<file path="config.mk">
export PLATFORM = sky130hd
export DESIGN_NAME = fp_max_finder
export DESIGN_NICKNAME = d
export VERILOG_FILES = /design/src/rtl/fp_max_finder_pkg.sv /design/src/rtl/fp_gtr.sv /design/src/rtl/fp_max_finder.sv
export SDC_FILE = /design/constraint.sdc
export NUM_CORES = 1
export LEC_CHECK = 0
export ABC_AREA = 1
export ABC_CLOCK_PERIOD_IN_PS = 2500
export CORE_UTILIZATION = 55
export DETAILED_ROUTE_END_ITERATION = 16
export PLACE_DENSITY = 0.79
export SYNTH_ARGS = -nofsm -noshare
export SYNTH_HDL_FRONTEND = slang
export SYNTH_SLANG_ARGS = --single-unit
</file>
<file path="constraint.sdc">
create_clock -name iClk -period 2.5 [get_ports iClk]
set_clock_uncertainty 0.05 [all_clocks]
set_input_delay 0.5 -clock iClk [delete_from_list [all_inputs] [get_ports iClk]]
set_output_delay 0.5 -clock iClk [all_outputs]
set_load 0.01 [all_outputs]
</file>
<file path="src/rtl/fp_max_finder_pkg.sv">
// Shared types and constants for the 13-bit float max-finder slice.
// Latency: n/a (declarations only).
// Backpressure: n/a (declarations only).
package fp_max_finder_pkg;

  localparam int EXP_W  = 4;
  localparam int FRAC_W = 8;
  localparam int FP_W   = 1 + EXP_W + FRAC_W;

  typedef enum logic [1:0] {
    S_IDLE  = 2'd0,
    S_ACCUM = 2'd1,
    S_DONE  = 2'd2
  } state_t;

  typedef struct packed {
    logic              sign;
    logic [EXP_W-1:0]  exp;
    logic [FRAC_W-1:0] frac;
  } fp_t;

endpackage

</file>
<file path="src/rtl/fp_gtr.sv">
// Strict greater-than between two sign/exp/frac floats; +0 and -0 compare equal.
// Latency: purely combinational, 0 cycles.
// Backpressure: none, no handshake.
module fp_gtr
  import fp_max_finder_pkg::*;
(
  input  logic              iSign1,
  input  logic [EXP_W-1:0]  iExp1,
  input  logic [FRAC_W-1:0] iFrac1,
  input  logic              iSign2,
  input  logic [EXP_W-1:0]  iExp2,
  input  logic [FRAC_W-1:0] iFrac2,
  output logic              oGtr
);

  logic                    zero1;
  logic                    zero2;
  logic [EXP_W+FRAC_W-1:0] mag1;
  logic [EXP_W+FRAC_W-1:0] mag2;

  // Fractions are normalized, so a zero fraction means the value is zero
  // regardless of exponent; its magnitude is forced to 0 so it sorts lowest.
  always_comb begin
    zero1 = (iFrac1 == '0);
    zero2 = (iFrac2 == '0);
    mag1  = zero1 ? '0 : {iExp1, iFrac1};
    mag2  = zero2 ? '0 : {iExp2, iFrac2};
    oGtr  = 1'b0;
    if (zero1 && zero2) begin
      oGtr = 1'b0;
    end else if (iSign1 != iSign2) begin
      oGtr = !iSign1;
    end else if (!iSign1) begin
      oGtr = (mag1 > mag2);
    end else begin
      oGtr = (mag1 < mag2);
    end
  end

endmodule

</file>
<file path="src/rtl/fp_max_finder.sv">
// Streaming frame reduction: running max, its index and element count per frame.
// Latency: result valid the cycle after the last element is accepted.
// Backpressure: oReady low while a result waits for iReady; 1 idle cycle between frames.
module fp_max_finder
  import fp_max_finder_pkg::*;
#(
  parameter int IDX_W = 8
) (
  input  logic              iClk,
  input  logic              iRst_n,
  input  logic              iValid,
  output logic              oReady,
  input  logic              iLast,
  input  logic              iSign,
  input  logic [EXP_W-1:0]  iExp,
  input  logic [FRAC_W-1:0] iFrac,
  output logic              oValid,
  input  logic              iReady,
  output logic              oSign,
  output logic [EXP_W-1:0]  oExp,
  output logic [FRAC_W-1:0] oFrac,
  output logic [IDX_W-1:0]  oIdx,
  output logic [IDX_W-1:0]  oCount,
  output logic              oOvf
);

  state_t            state;
  state_t            state_nxt;
  fp_t               in_el;
  fp_t               max_q;
  fp_t               max_nxt;
  logic [IDX_W-1:0]  idx_q;
  logic [IDX_W-1:0]  idx_nxt;
  logic [IDX_W-1:0]  cnt_q;
  logic [IDX_W-1:0]  cnt_nxt;
  logic              ovf_q;
  logic              ovf_nxt;
  logic              accept;
  logic              gtr;

  assign in_el  = {iSign, iExp, iFrac};
  assign oReady = (state != S_DONE);
  assign oValid = (state == S_DONE);
  assign accept = iValid && oReady;

  // Incoming element is compared directly against the running max register.
  fp_gtr u_gtr (
    .iSign1 (in_el.sign),
    .iExp1  (in_el.exp),
    .iFrac1 (in_el.frac),
    .iSign2 (max_q.sign),
    .iExp2  (max_q.exp),
    .iFrac2 (max_q.frac),
    .oGtr   (gtr)
  );

  // State register.
  always_ff @(posedge iClk or negedge iRst_n) begin
    if (!iRst_n) begin
      state <= S_IDLE;
    end else begin
      state <= state_nxt;
    end
  end

  // Next-state: frame start/accumulate until iLast, then hold result until taken.
  always_comb begin
    state_nxt = state;
    case (state)
      S_IDLE:  if (accept) state_nxt = iLast ? S_DONE : S_ACCUM;
      S_ACCUM: if (accept && iLast) state_nxt = S_DONE;
      S_DONE:  if (iReady) state_nxt = S_IDLE;
      default: state_nxt = S_IDLE;
    endcase
  end

  // Running values after accepting the current element; ties keep the
  // earlier element because only a strict greater-than updates the max.
  always_comb begin
    max_nxt = max_q;
    idx_nxt = idx_q;
    cnt_nxt = cnt_q;
    ovf_nxt = ovf_q;
    if (state == S_IDLE) begin
      max_nxt = in_el;
      idx_nxt = '0;
      cnt_nxt = IDX_W'(1);
      ovf_nxt = 1'b0;
    end else begin
      if (gtr) begin
        max_nxt = in_el;
        idx_nxt = cnt_q;
      end
      if (&cnt_q) begin
        ovf_nxt = 1'b1;
      end else begin
        cnt_nxt = cnt_q + IDX_W'(1);
      end
    end
  end

  // Running max/index/count registers, updated on every accepted element.
  always_ff @(posedge iClk or negedge iRst_n) begin
    if (!iRst_n) begin
      max_q <= '0;
      idx_q <= '0;
      cnt_q <= '0;
      ovf_q <= 1'b0;
    end else if (accept) begin
      max_q <= max_nxt;
      idx_q <= idx_nxt;
      cnt_q <= cnt_nxt;
      ovf_q <= ovf_nxt;
    end
  end

  // Result registers: captured with the last element so they stay frozen
  // through DONE and keep the previous frame's result afterwards.
  always_ff @(posedge iClk or negedge iRst_n) begin
    if (!iRst_n) begin
      oSign  <= 1'b0;
      oExp   <= '0;
      oFrac  <= '0;
      oIdx   <= '0;
      oCount <= '0;
      oOvf   <= 1'b0;
    end else if (accept && iLast) begin
      oSign  <= max_nxt.sign;
      oExp   <= max_nxt.exp;
      oFrac  <= max_nxt.frac;
      oIdx   <= idx_nxt;
      oCount <= cnt_nxt;
      oOvf   <= ovf_nxt;
    end
  end

endmodule
</file>
---- Yosys cells after proc, flatten, opt, wreduce, memory -nomap -nowiden ----
Index checks and enable logic that the tools add are counted.
word-level totals
  output and inout bits ................... 32
  word-level logic and storage cells ...... 50
  bits in registers ....................... 62
cells by class
  $add $sub $neg .......................... 1
  magnitude comparators ................... 2
  reduce and logical (&&, ||, !) cells .... 9
  equality and inequality tests ........... 7
  muxes and demuxes ....................... 18
operators with widths
  kind                 count
  $mux 8               4
  $mux 13              2
  $mux 12              2
  $logic_not 8->1      2
  $gt 12x12->1         1
  $lt 12x12->1         1
  $add 8x1->8 const B  1
  $mux 2               4
  $reduce_and 8->1     1
  $ne 2x2->1 const B   3
  $pmux 2 s3           1
  $mux 1               5
  $logic_and 1x1->1    3
  $reduce_and 3->1     1
  $eq 2x1->1 const B   1
  $eq 2x2->1 const B   1
  $logic_not 2->1      1
  $ne 2x1->1 const B   1
  $logic_not 1->1      1
  $ne 1x1->1           1

---- Logic depth before layout (Yosys ltp) ----
  depth in word-level cells ............... 8
  depth in mapped cells ................... 20
  mapped depth without buffers ............ 19

---- Cells and area by module ----
From an unflattened synthesis, not the netlist that was laid out.
unflattened totals
  cell total of the unflattened synthesis .. 439
  area total of the unflattened synthesis .. 3633.5 sq um
modules (own cells, without submodules)
  module         seq. area each (sq um)  cells each  times used  area an instance (sq um)
  fp_max_finder  1551.5                  351         1           3143.0
  fp_gtr         0.0                     88          1           490.5

---- Least setup slack after synthesis ----
OpenSTA, ideal clock, no wires.
  path type ............................... input -> register
  start ................................... in iFrac[6]
  end ..................................... reg max_q[0] (netlist name)
  required time ........................... 2.333 ns
  cell stages on the path ................. 15
  arrival ................................. 2.286 ns
  library setup time ...................... 0.117 ns
  path buffers ............................ 1
  slack ................................... 0.047 ns
  path through ............................ inv_1 nand4_1 nor2_2 nor2_1 ha_1 a21o_1 nor2_2 nand3_2 a21oi_4 nand2_4 nand2_4 buf_12 nand2_2 nand3_1 nand2_1
between the ends
  longest elaborated chain between the ends .. 8
  elaborated cells between the ends (all ways) .. 10
ends and longest elaborated chain
  what                                                 RTL line                    source
  from (decl)                                          fp_max_finder.sv:16         input logic [FRAC_W-1:0] iFrac,
  $logic_not 8->1                                      fp_gtr.sv:24                zero1 = (iFrac1 == '0);
  $mux 12                                              fp_gtr.sv:26                mag1 = zero1 ? '0 : {iExp1, iFrac1};
  $gt 12x12->1 / $lt 12x12->1 (equally long branches)  fp_gtr.sv:34, fp_gtr.sv:36
  $mux 1                                               fp_gtr.sv:33                end else if (!iSign1) begin
  $mux 1                                               fp_gtr.sv:31                end else if (iSign1 != iSign2) begin
  $mux 1 *                                             fp_gtr.sv:29                if (zero1 && zero2) begin
  $mux 13 *                                            fp_max_finder.sv:90         if (gtr) begin
  $mux 13 *                                            fp_max_finder.sv:84         if (state == S_IDLE) begin
  to (signal assigned)                                 fp_max_finder.sv:110        max_q <= max_nxt;
  to (decl)                                            fp_max_finder.sv:30         fp_t max_q;
Mark *: on every way between the ends. The rest lies on a longest branch, timed or not.
A chain may end at the register's enable or synchronous reset.

---- Worst setup path in the final report ----
  start ................................... reg max_q[5] (netlist name)
  end ..................................... reg idx_q[2]
between the ends
  longest elaborated chain between the ends .. 8
  elaborated cells between the ends (all ways) .. 10
ends and longest elaborated chain
  what                                                 RTL line                    source
  $logic_not 8->1                                      fp_gtr.sv:25                zero2 = (iFrac2 == '0);
  $mux 12                                              fp_gtr.sv:27                mag2 = zero2 ? '0 : {iExp2, iFrac2};
  $gt 12x12->1 / $lt 12x12->1 (equally long branches)  fp_gtr.sv:34, fp_gtr.sv:36
  $mux 1                                               fp_gtr.sv:33
  $mux 1                                               fp_gtr.sv:31
  $mux 1 *                                             fp_gtr.sv:29
  $mux 8 *                                             fp_max_finder.sv:90
  $mux 8 *                                             fp_max_finder.sv:84
  to (signal assigned)                                 fp_max_finder.sv:111        idx_q <= idx_nxt;
  to (decl)                                            fp_max_finder.sv:32         logic [IDX_W-1:0] idx_q;
Marked as above.

==> metrics.md <==
| Metric | Value |
|---|---|
| CP Data Arrival Time | 3230 ps |
| DP HPWL | 5.74 mm |
| Yosys warnings | 0 |
| CTS buffer count | 9 |
| Syn_nets | 479 |
| Total Die Area | 6580 µm² |
| Final WL | 14.6 mm |
| FF+latch count, synth | 62 |
| Synth Area per Inst | 7.69 µm² |
| Peak Freq | 0.330 GHz |
| Wire per inst | 22.4 µm |
| Clk buf depth | 2 |
| Layout cells sized above 1 | 0.342 |
| Critical path launch point type | flip-flop |
| Power, Total | 6.27 mW |
| R2r endpoint | idx_q[2]$_DFFE_PN0P_ |
| # fillers | 292 |
| Share of power burned in registers | 0.261 |
| H-tree depth | 3 |
| RSZ-0062 raised after global routing | yes |
| Most common cell after layout, fill and taps aside | nand2_1 |
| Hold Crit Class | input port to asynchronous set/reset pin |
| Register area share after synthesis | 0.450 |
| Pins Over Slew Limit | 0 |
| Clk pwr share | 0.127 |
| Int Power | 3.19 mW |
| Final ANT Viol Nets | 0 |
| Period utilization | 1.21 |
| Ports | 50 |
| Violated checks | negative setup slack |
| Grt ovf | 0 |
| Initial Util | 0.575 |
| Initial antenna violation count | 0 |
| Post-synth EDFFs | 0 |
| CTS sink count | 62 |
| Worst slew pin tran | 908 ps |
| Via count | 4241 |
| Fin util | 0.843 |
| Critical Path Sink | idx_q[2]$_DFFE_PN0P_ |
| Max-cap violations | 0 |
| Core Area | 5990 µm² |
| Final antenna diode count | 0 |
| Async SR Flop Fraction | 1.00 |
| Drt via density | 6.51 |
| WS Path Type | flip-flop to flip-flop |
| DRC viols | 0 |
| Synth Cell Area | 3440 µm² |
| Cell leakage power | 2.57 nW |
| Switch Pwr | 3.08 mW |
| Worst-Skew Late Latency | 370 ps |
| Post-Syn Instances | 448 |
| Worst slew margin | 0.391 |
| First-pass GRT wire length | 17.5 mm |
| Peak supply drop | 902 µV |
| Commonest cells after routing, fill and taps aside | nand2_1 (129), buf_4 (84), dfrtp_1 (62) |
| Cell count after placement | 579 |
| Power Density | 1240 nW/µm² |
| Core Rows | 28 |
| DR pass1 iterations | 7 |
| Worst Path Required | 2710 ps |
| RePlAce Congestion | 0.873 |
| GRT Util Overall | 0.364 |
| Synth cell types | 31 |
| Die height | 81.1 µm |
| CP Capture Type | flip-flop |
| Combinational Power Share | 0.613 |
| Placed Instance Area | 4140 µm² |
| Worst reg-to-reg path cell count | 18 |
| Final Non-Filler Cells | 651 |
| CTS tree | done |
| Die X-Extent | 81.1 µm |
| Status | finished, violations left |
| Top_reg_cell synth | dfrtp_1 |
| # setup viols final | 40 |
| Port bufs | 49 |
| Post-route worst setup slack | -529 ps |
| Endpoints failing hold | 0 |
| Switching share of power | 0.491 |
| Nets | 604 |
| Worst setup path startpoint | max_q[5]$_DFFE_PN0P_ |
| Clock-pin slew of the registers on the worst-case setup and hold paths | 80 ps |
| Initial drt markers | 859 |
| Finished Cell Area | 5050 µm² |
| Tmin final | 3030 ps |
| Reg-to-Reg Start | max_q[5]$_DFFE_PN0P_ |
| Pre-CTS setup slack | -578 ps |
| Vias in the first global route | 3704 |
| Setup slack, reg-to-reg | -530 ps |
| Largest net degree at the start of global routing | 63 |
| Area Growth Syn to Fin | 46.6% |
| Max FO, Critical Path | 8 |
| Clock Tree Root | clkbuf_8 |
## synthesized netlist by cell type (2+ instances only)
cell type	count	share of area
dfrtp_1	62	0.45
nor2_2	6	0.011
nand3_1	49	0.071
nand2_4	3	0.0098
a21oi_1	6	0.0087
inv_2	4	0.0044
o21ai_1	2	0.0029
nand4_1	23	0.042
o21ai_0	24	0.035
clkbuf_1	14	0.015
nor2_1	10	0.011
buf_2	7	0.010
nand2_2	12	0.022
inv_1	53	0.058
ha_1	13	0.047
buf_6	2	0.0065
nand2_1	143	0.16
xor2_1	2	0.0051
## worst min-delay path by stage
stage	cells past startpoint	slack, ps	start	to
6_report	2	80	iRst_n	max_q[4]$_DFFE_PN0P_
5_1_grt	2	110	iRst_n	max_q[2]$_DFFE_PN0P_
4_1_cts	2	120	iRst_n	oIdx[3]$_DFFE_PN0P_
3_5_place_dp	2	410	oFrac[0]$_DFFE_PN0P_	oFrac[0]$_DFFE_PN0P_
3_3_place_gp	2	410	idx_q[5]$_DFFE_PN0P_	idx_q[5]$_DFFE_PN0P_
2_1_floorplan	0	150	iRst_n	cnt_q[0]$_DFFE_PN0P_
## power by group through the flow
stage          logic [mW]  clock network (mW)  registers [mW]
3_5_place_dp         2.56                   0            1.59
5_1_grt              4.04               0.825            1.66
3_3_place_gp         2.45                   0            1.57
2_1_floorplan        1.59                   0            1.64
6_report             3.84               0.794            1.63
4_1_cts              2.77               0.749            1.59
## layer usage
layer	wire, µm	vias up	part of all wire	track usage
met5	0	-	0	0
met4	1630	0	0.11	0.316
met3	1940	199	0.13	0.100
met2	6230	483	0.43	0.555
met1	4780	1876	0.33	0.420
li1	-	1683	-	-
## cells by family (layout without fill, tap and decap cells)
logic type	Yosys count	in the layout	synth area share
DFF	62	62	0.450
buffers and inverters	83	210	0.103
xor gates and xnor gates	2	2	0.00509
adders and majority gates	13	13	0.0472
and+or+nand+nor	250	251	0.332
AOI/OAI and AO/OA	38	38	0.0621
## flip-flops by register name, indices dropped and copies added (netlist names), 2 cells and up
name / cells
oIdx: 8
state: 2
max_q: 13
cnt_q: 8
oExp: 4
oFrac: 8
idx_q: 8
oCount: 8
## repair_timing
action / CTS / global route
pin swaps: 21 / 50
setup endpoints to repair: 40 / 40
cloned: 1 / 0
hold buffers: 0 / 0
hold endpoints to repair: 0 / 0
setup buffers: 45 / 12
gates resized for setup: 26 / 84
## final cells by class
class                           count  area, µm²  area share
Sequential cell                    62       1550       0.307
Timing Repair Buffer              138       1150       0.229
Tap cell                           75       93.8      0.0186
Multi-Input combinational cell    304       1880       0.372
Inverter                           58        218      0.0431
Clock buffer                       12        145      0.0287
Clock inverter                      2       10.0     0.00198
## through the flow
step | TNS, ps | hold WS (ps)
2_1_floorplan | 0 | 154
3_3_place_gp | -17340 | 412
3_5_place_dp | -21300 | 414
4_1_cts | 0 | 124
5_1_grt | -21650 | 113
6_report | -18010 | 79.2
## worst max-delay path, cell delays in order, from the launching register on
cell	delay, ps
dfrtp_1	410
inv_2	130
nand4_1	130
nor2_2	240
inv_2	110
nand2_1	210
ha_4	210
nand2_2	60
inv_2	100
nand2_4	90
nor2_4	190
nand2_2	100
nand3_4	100
nand2_2	80
nand2_4	100
buf_4	170
nand3_1	170
nand4_1	180
nand2_1	80
No activity file was read; power rests on OpenSTA's default activity.
